`src/rtl/adc_avg_decim.sv`:
```
// adc_avg_decim
// Boxcar decimator for the converter output code. Consecutive valid samples
// are grouped into windows of 2^LOG2_N; each window produces its truncated
// mean and its peak sample. Results are offered through a one-deep
// valid/ready output register. A result that closes while that register is
// still full and not being drained is dropped and counted.
//
// Ports:
//   i_clk        system clock, rising edge
//   i_rst        synchronous active-high reset
//   i_en         run enable; low aborts the partial window and idles
//   i_din_valid  i_din carries a new sample this cycle
//   i_din        unsigned converter code (DW bits)
//   o_avg_valid  o_avg/o_peak hold a result
//   i_avg_ready  consumer accepts the result this cycle
//   o_avg        window mean, truncated (DW bits)
//   o_peak       maximum sample of the window (DW bits)
//   o_ovf_cnt    saturating count of dropped results (OVF_W bits)
//   o_busy       a window is partially accumulated
module adc_avg_decim #(
  parameter int DW     = 10,
  parameter int LOG2_N = 2,
  parameter int OVF_W  = 8
) (
  input  logic             i_clk,
  input  logic             i_rst,
  input  logic             i_en,
  input  logic             i_din_valid,
  input  logic [DW-1:0]    i_din,
  output logic             o_avg_valid,
  input  logic             i_avg_ready,
  output logic [DW-1:0]    o_avg,
  output logic [DW-1:0]    o_peak,
  output logic [OVF_W-1:0] o_ovf_cnt,
  output logic             o_busy
);

  // The accumulator is wide enough to hold N full-scale samples, so it can
  // never wrap.
  localparam int ACCW = DW + LOG2_N;

  typedef enum logic {
    IDLE  = 1'b0,
    ACCUM = 1'b1
  } state_t;

  state_t              r_state;
  state_t              w_nextState;
  logic [ACCW-1:0]     r_acc;
  logic [DW-1:0]       r_max;
  logic [LOG2_N-1:0]   r_cnt;
  logic                r_avgValid;
  logic [DW-1:0]       r_avg;
  logic [DW-1:0]       r_peak;
  logic [OVF_W-1:0]    r_ovfCnt;

  logic                w_accept;
  logic                w_close;
  logic [ACCW-1:0]     w_sum;
  logic [DW-1:0]       w_maxNew;
  logic                w_canLoad;

  // State register: tracks whether the block is running or idling.
  always_ff @(posedge i_clk) begin
    if (i_rst) begin
      r_state <= IDLE;
    end else begin
      r_state <= w_nextState;
    end
  end

  // Next-state logic. Enable alone decides the mode; dropping enable sends
  // the block to IDLE, which discards the partial window at that edge.
  always_comb begin
    w_nextState = r_state;
    case (r_state)
      IDLE:    if (i_en)  w_nextState = ACCUM;
      ACCUM:   if (!i_en) w_nextState = IDLE;
      default: w_nextState = IDLE;
    endcase
  end

  // A sample is taken on any edge where the block will be accumulating, so
  // the sample presented together with the rising enable is not lost.
  // The window closes on the edge that accepts the last sample of N; the sum
  // and peak include that sample directly so no gap cycle is needed.
  always_comb begin
    w_accept  = (w_nextState == ACCUM) && i_din_valid;
    w_close   = w_accept && (r_cnt == {LOG2_N{1'b1}});
    w_sum     = r_acc + ACCW'(i_din);
    w_maxNew  = (i_din > r_max) ? i_din : r_max;
    w_canLoad = !r_avgValid || i_avg_ready;
  end

  // Window datapath: accumulator, running maximum and sample counter.
  // All three are held at zero while idle and restart on window close.
  always_ff @(posedge i_clk) begin
    if (i_rst || (w_nextState == IDLE) || w_close) begin
      r_acc <= '0;
      r_max <= '0;
      r_cnt <= '0;
    end else if (w_accept) begin
      r_acc <= w_sum;
      r_max <= w_maxNew;
      r_cnt <= r_cnt + 1'b1;
    end
  end

  // One-deep output register. A closing window loads if the register is
  // empty or being drained on this same edge, which gives one result per
  // edge back-to-back. Otherwise the new result is dropped, the held one is
  // kept stable, and the saturating drop counter advances. Enable has no
  // effect here so a pending result can still drain while idle.
  always_ff @(posedge i_clk) begin
    if (i_rst) begin
      r_avgValid <= 1'b0;
      r_avg      <= '0;
      r_peak     <= '0;
      r_ovfCnt   <= '0;
    end else begin
      if (w_close && w_canLoad) begin
        r_avgValid <= 1'b1;
        r_avg      <= w_sum[ACCW-1:LOG2_N];
        r_peak     <= w_maxNew;
      end else if (r_avgValid && i_avg_ready) begin
        r_avgValid <= 1'b0;
      end
      if (w_close && !w_canLoad && (r_ovfCnt != {OVF_W{1'b1}})) begin
        r_ovfCnt <= r_ovfCnt + 1'b1;
      end
    end
  end

  assign o_avg_valid = r_avgValid;
  assign o_avg       = r_avg;
  assign o_peak      = r_peak;
  assign o_ovf_cnt   = r_ovfCnt;
  assign o_busy      = (r_cnt != '0);

endmodule

```
`config.mk`:
```
export PLATFORM = sky130hd
export DESIGN_NAME = adc_avg_decim
export DESIGN_NICKNAME = d
export VERILOG_FILES = /design/src/rtl/adc_avg_decim.sv
export SDC_FILE = /design/constraint.sdc
export NUM_CORES = 1
export LEC_CHECK = 0
export ABC_AREA = 1
export CAP_MARGIN = 20
export CORE_ASPECT_RATIO = 1.4
export CORE_MARGIN = 8
export CORE_UTILIZATION = 45
export DETAILED_ROUTE_END_ITERATION = 16
export PLACE_DENSITY = 0.68
export SYNTH_ARGS = -nofsm -noshare
export SYNTH_HDL_FRONTEND = slang
export SYNTH_SLANG_ARGS = --single-unit
```
`constraint.sdc`:
```
create_clock -name i_clk -period 3.2 [get_ports i_clk]
set_input_delay 0.96 -clock i_clk [delete_from_list [all_inputs] [get_ports i_clk]]
set_output_delay 0.96 -clock i_clk [all_outputs]
set_load 0.1 [all_outputs]
```
# Word-level counts from Yosys, hierarchy flattened

Cells that the tools add are included.

Bits in latches: 0
Memory bits (writable): 0
Memories: 0
Memory bits (read-only): 0
Register bits: 53

Multiply operators: 0
Bitwise gates (word level): 1
Mux-type cells: 4
Shift operators: 0
Add/subtract/negate cells: 3
Divide/modulo/power cells: 0
Reduce and logical (&&, ||, !) cells: 13
Equal/unequal tests: 2
Order comparisons: 1

Operator list:

| kind                                                           | count |
|---|---|
| 12-bit by 10-bit adder with 12-bit output                      | 1 |
| 10-bit > comparator                                            | 1 |
| 10-bit two-way mux                                             | 1 |
| 8-bit by 1-bit adder with 8-bit output (second input constant) | 1 |
| 8-bit != test (second input constant)                          | 1 |
| 1-bit logical AND                                              | 6 |
| 2-bit nonzero test                                             | 2 |
| 1-bit logical OR                                               | 3 |
| 1-bit two-way mux                                              | 3 |
| 2-bit by 1-bit adder with 2-bit output (second input constant) | 1 |
| 2-bit equality test (second input constant)                    | 1 |
| 1-bit zero test                                                | 2 |
| 1-bit inverter                                                 | 1 |

# Longest topological paths before layout

Depth after elaboration: 5
Gate-level depth with buffers: 13

# Worst setup path before layout

OpenSTA, ideal clock, no wires.

Path type: register to register
From: register r_ovfCnt[0], in the netlist o_ovf_cnt[0]
To: register r_ovfCnt[0], in the netlist o_ovf_cnt[0]
Arrival: 2.163 ns
Cell stages (with the launch flop): 9
Data required time: 3.040 ns
Buffers on the path: 0
Path slack: 0.877 ns
Path through: dfxtp_1 ha_1 nand2_1 nor3_2 nand3_2 nand2_4 inv_4 o21ai_2 a21oi_2

Word-level cells in the longest chain between the ends: 2

Ends and longest elaborated chain:

| item                                                                           | line | text |
|---|---|---|
| start: declaration                                                             | 55   | `logic [OVF_W-1:0] r_ovfCnt;` |
| start signal: assignment                                                       | 129  | `r_ovfCnt <= r_ovfCnt + 1'b1;` |
| branches (longest 2 deep; another with 8-bit by 1-bit adder with 8-bit output) | n/a  |  |

Parallel ways; which one is timed is not known.
A chain may end at the register's enable or synchronous reset.

# Worst setup path in the final report

From: input i_din[0]
To: register r_acc[6]

Word-level cells in the longest chain between the ends: 1

Ends and longest elaborated chain:

| item                                      | line | text |
|---|---|---|
| start: declaration                        | 29   | `input logic [DW-1:0] i_din,` |
| 12-bit by 10-bit adder with 12-bit output | 90   | `w_sum = r_acc + ACCW'(i_din);` |
| end signal: assignment                    | 103  | `r_acc <= w_sum;` |
| end: declaration                          | 49   | `logic [ACCW-1:0] r_acc;` |

Every way passes these cells.

==> results.py <==
metrics = {
    "clock_network": {
        "cts_hold_buf": 0,
        "cts_root_buffer": "clkbuf_8",
        "clock_latency_ps": 330,
        "cts_buffers": 5,
        "h-tree-depth": 2,
        "cts_tree": "built",
        "clkSinkCount": 53,
        "cts_resized": 0,
        "clock_path_buffers": 2,
        "clk_pin_slew_ps": 110,
        "cts_setup_buffers": 0,
    },
    "logic_synthesis": {
        "synth_ff_type": "dfxtp_1",
        "synthCells": 483,
        "ys_async_sr_fraction": 0,
        "ys.warnings.count": 0,
        "netlist_area_sq_mm": 0.00320,
        "ys_seq_elements": 53,
        "ys_seq_area_frac": 0.332,
        "yosysUniqueCellTypes": 34,
        "avgSynthCellArea_sq_um": 6.62,
        "synth_nets": 522,
        "synth_edf_count": 0,
    },
    "pwr": {
        "p_sw_mw": 0.383,
        "p_comb_frac": 0.152,
        "power.density_mw_per_mm2": 340,
        "pwr-share-seq": 0.527,
        "intPower_mw": 0.899,
        "p_leak_nw": 1.97,
        "power_frac_clock": 0.322,
        "peakVddDrop_mv": 0.206,
        "total_power_mw": 1.28,
        "switching_share": 0.299,
    },
    "grt": {
        "grt_max_degree": 32,
        "grt_pass1_vias": 2862,
        "grt_usage": 0.174,
        "antenna_found_initial": 0,
        "grt_first_pass_wirelength_mm": 13.8,
        "grt_overflow": 0,
    },
    "detailed_routing": {
        "routed_via_density": 4.88,
        "dr.pass1.iters": 4,
        "ant_nets": 0,
        "drc_errors": 0,
        "routed_wl_mm": 8.38,
        "dr_total_vias": 3059,
        "drtIter0Drc": 216,
        "wl_per_cell_um": 13.4,
    },
    "timing": {
        "setup_tns_ps": 0,
        "post-route-worst-setup-slack_ps": 464,
        "rsz0062_at_grt": "no",
        "finalMaxSlewViolations": 0,
        "min_period_over_period": 0.855,
        "tightest_slew_ps": 337,
        "skew_ps": 12.3,
        "min_period_ps": 2740,
        "max_freq_mhz": 366,
        "final_hold_viol_count": 0,
        "setup_viol": 0,
        "holdWs_ps": 472,
        "slew_headroom": 0.773,
    },
    "final_layout": {
        "n_fill_cell": 732,
        "drive_gt1_frac": 0.118,
        "ff_latch_area_sq_mm": 0.00106,
        "antennaDiodeCount": 0,
        "final_area_sq_mm": 0.00377,
        "area_growth_syn_to_layout_pct": 17.9,
        "num-nets-final": 570,
        "multiInputGateArea_sq_mm": 0.00173,
    },
    "setup_path": {
        "critPathKind": "in -> reg",
        "rrSetupSlack_ps": 1280,
        "cp-start-kind": "input port",
        "endpoint_kind": "register",
        "cp.arrival_ps": 2960,
        "crit_fanout": 3,
        "critPathRequiredTime_ps": 3430,
    },
    "die": {
        "die_h_um": 116,
        "core_sq_mm": 0.00694,
        "die-width_um": 87.3,
        "initial_core_util": 0.461,
        "dieArea_sq_mm": 0.0101,
        "pin_count": 45,
        "placementRows": 36,
    },
    "status": {
        "status": "finished, final reports clean",
    },
    "min_path": {
        "min_path_type": "reg -> reg",
    },
    "place": {
        "place.gp.congestion": 0.914,
        "dp_slack_ps": 145,
        "hpwl_mm": 6.48,
        "postPlaceCellArea_sq_mm": 0.00368,
        "portBuffers": 44,
    },
    "job": {
        "max_cap_violations": 0,
    },
}
per-layer routing:
metal  track usage  part of all wire  wire length, um  vias to the layer above
met5             0                 0                0                        -
met4        0.0680             0.022              183                        0
met3        0.0312             0.049              410                       14
met2         0.291              0.48             4030                       83
met1         0.213              0.45             3750                     1353
li1              -                 -                -                     1609
cells in the mapped netlist, types with 3 or more instances:
cell	n	area share
nand4_1	5	0.0098
inv_1	82	0.096
dfxtp_1	53	0.33
xor2_1	6	0.016
buf_4	5	0.012
o21ai_0	9	0.014
ha_1	23	0.090
nand3_1	61	0.095
clkbuf_1	4	0.0047
nand2_4	3	0.011
nand2_1	108	0.13
nor2_1	64	0.075
a21oi_1	32	0.050
power groups by stage:
| stage | clock, mW | sequential (mW) | combinational [mW] |
|---|---|---|---|
| global route | 0.447 | 0.676 | 0.221 |
| floorplan | 0 | 0.689 | 0.128 |
| detailed placement | 0 | 0.690 | 0.193 |
| CTS | 0.425 | 0.675 | 0.194 |
| finish | 0.412 | 0.675 | 0.194 |
| global placement | 0 | 0.690 | 0.191 |
worst paths after layout:
path	start	endpoint	cells past startpoint
hold reg to reg	r_acc[0]	r_acc[0]	2
setup reg to reg	r_acc[0]	r_acc[6]	9
setup / recovery	i_din[0]	r_acc[6]	10
hold / removal	r_acc[0]	r_acc[0]	2
worst max-delay path: stages:
cell and delay (ps):
clkdlybuf4s50_1 460, ha_1 280, fa_1 450, nand3_1 100
nand3_1 140, a21oi_1 250, or2_1 150, nand3_1 60
nand2_1 80, inv_1 40
sequential cells by signal, summed over array words and instances, names as in the netlist:
| register | count |
|---|---|
| r_acc | 12 |
| o_avg_valid | 1 |
| r_max | 10 |
| o_ovf_cnt | 8 |
| o_peak | 10 |
| r_cnt | 2 |
| o_avg | 10 |
kinds of logic after synthesis:
kind of cell | share of synthesized area
fa+ha+maj | 0.0962
buf+inv | 0.128
flops | 0.332
simple gates | 0.337
compound gates | 0.0853
xor+xnor | 0.0219
layout by cell type, fill, tap and decap left out, drive strengths merged, types with 2 or more instances in the layout:
cell type | Yosys | layout
a21o | 2 | 2
a21oi | 33 | 33
buf | 10 | 41
clkbuf | 4 | 5
clkdlybuf4s50 | 0 | 14
dfxtp | 53 | 53
ha | 23 | 23
inv | 85 | 86
nand2 | 112 | 112
nand3 | 62 | 62
nand4 | 5 | 5
nor2 | 67 | 67
nor3 | 2 | 2
o211ai | 2 | 2
o21ai | 11 | 11
xnor2 | 2 | 2
xor2 | 6 | 6
final cells by class:
| type | instances | share of cell area |
|---|---|---|
| clock buffers | 5 | 0.0182 |
| clock inverters | 3 | 0.00664 |
| flip-flops and latches | 53 | 0.281 |
| multi-input cells | 331 | 0.458 |
| inverters | 85 | 0.0853 |
| well taps | 95 | 0.0315 |
| repair buffers | 55 | 0.119 |
per-stage QoR:
step,std cells,util
2_1_floorplan,483,-
3_3_place_gp,619,0.530
3_5_place_dp,619,0.530
4_1_cts,627,0.544
5_1_grt,627,0.544
6_report,627,0.544
No activity file was read; power rests on OpenSTA's default activity.
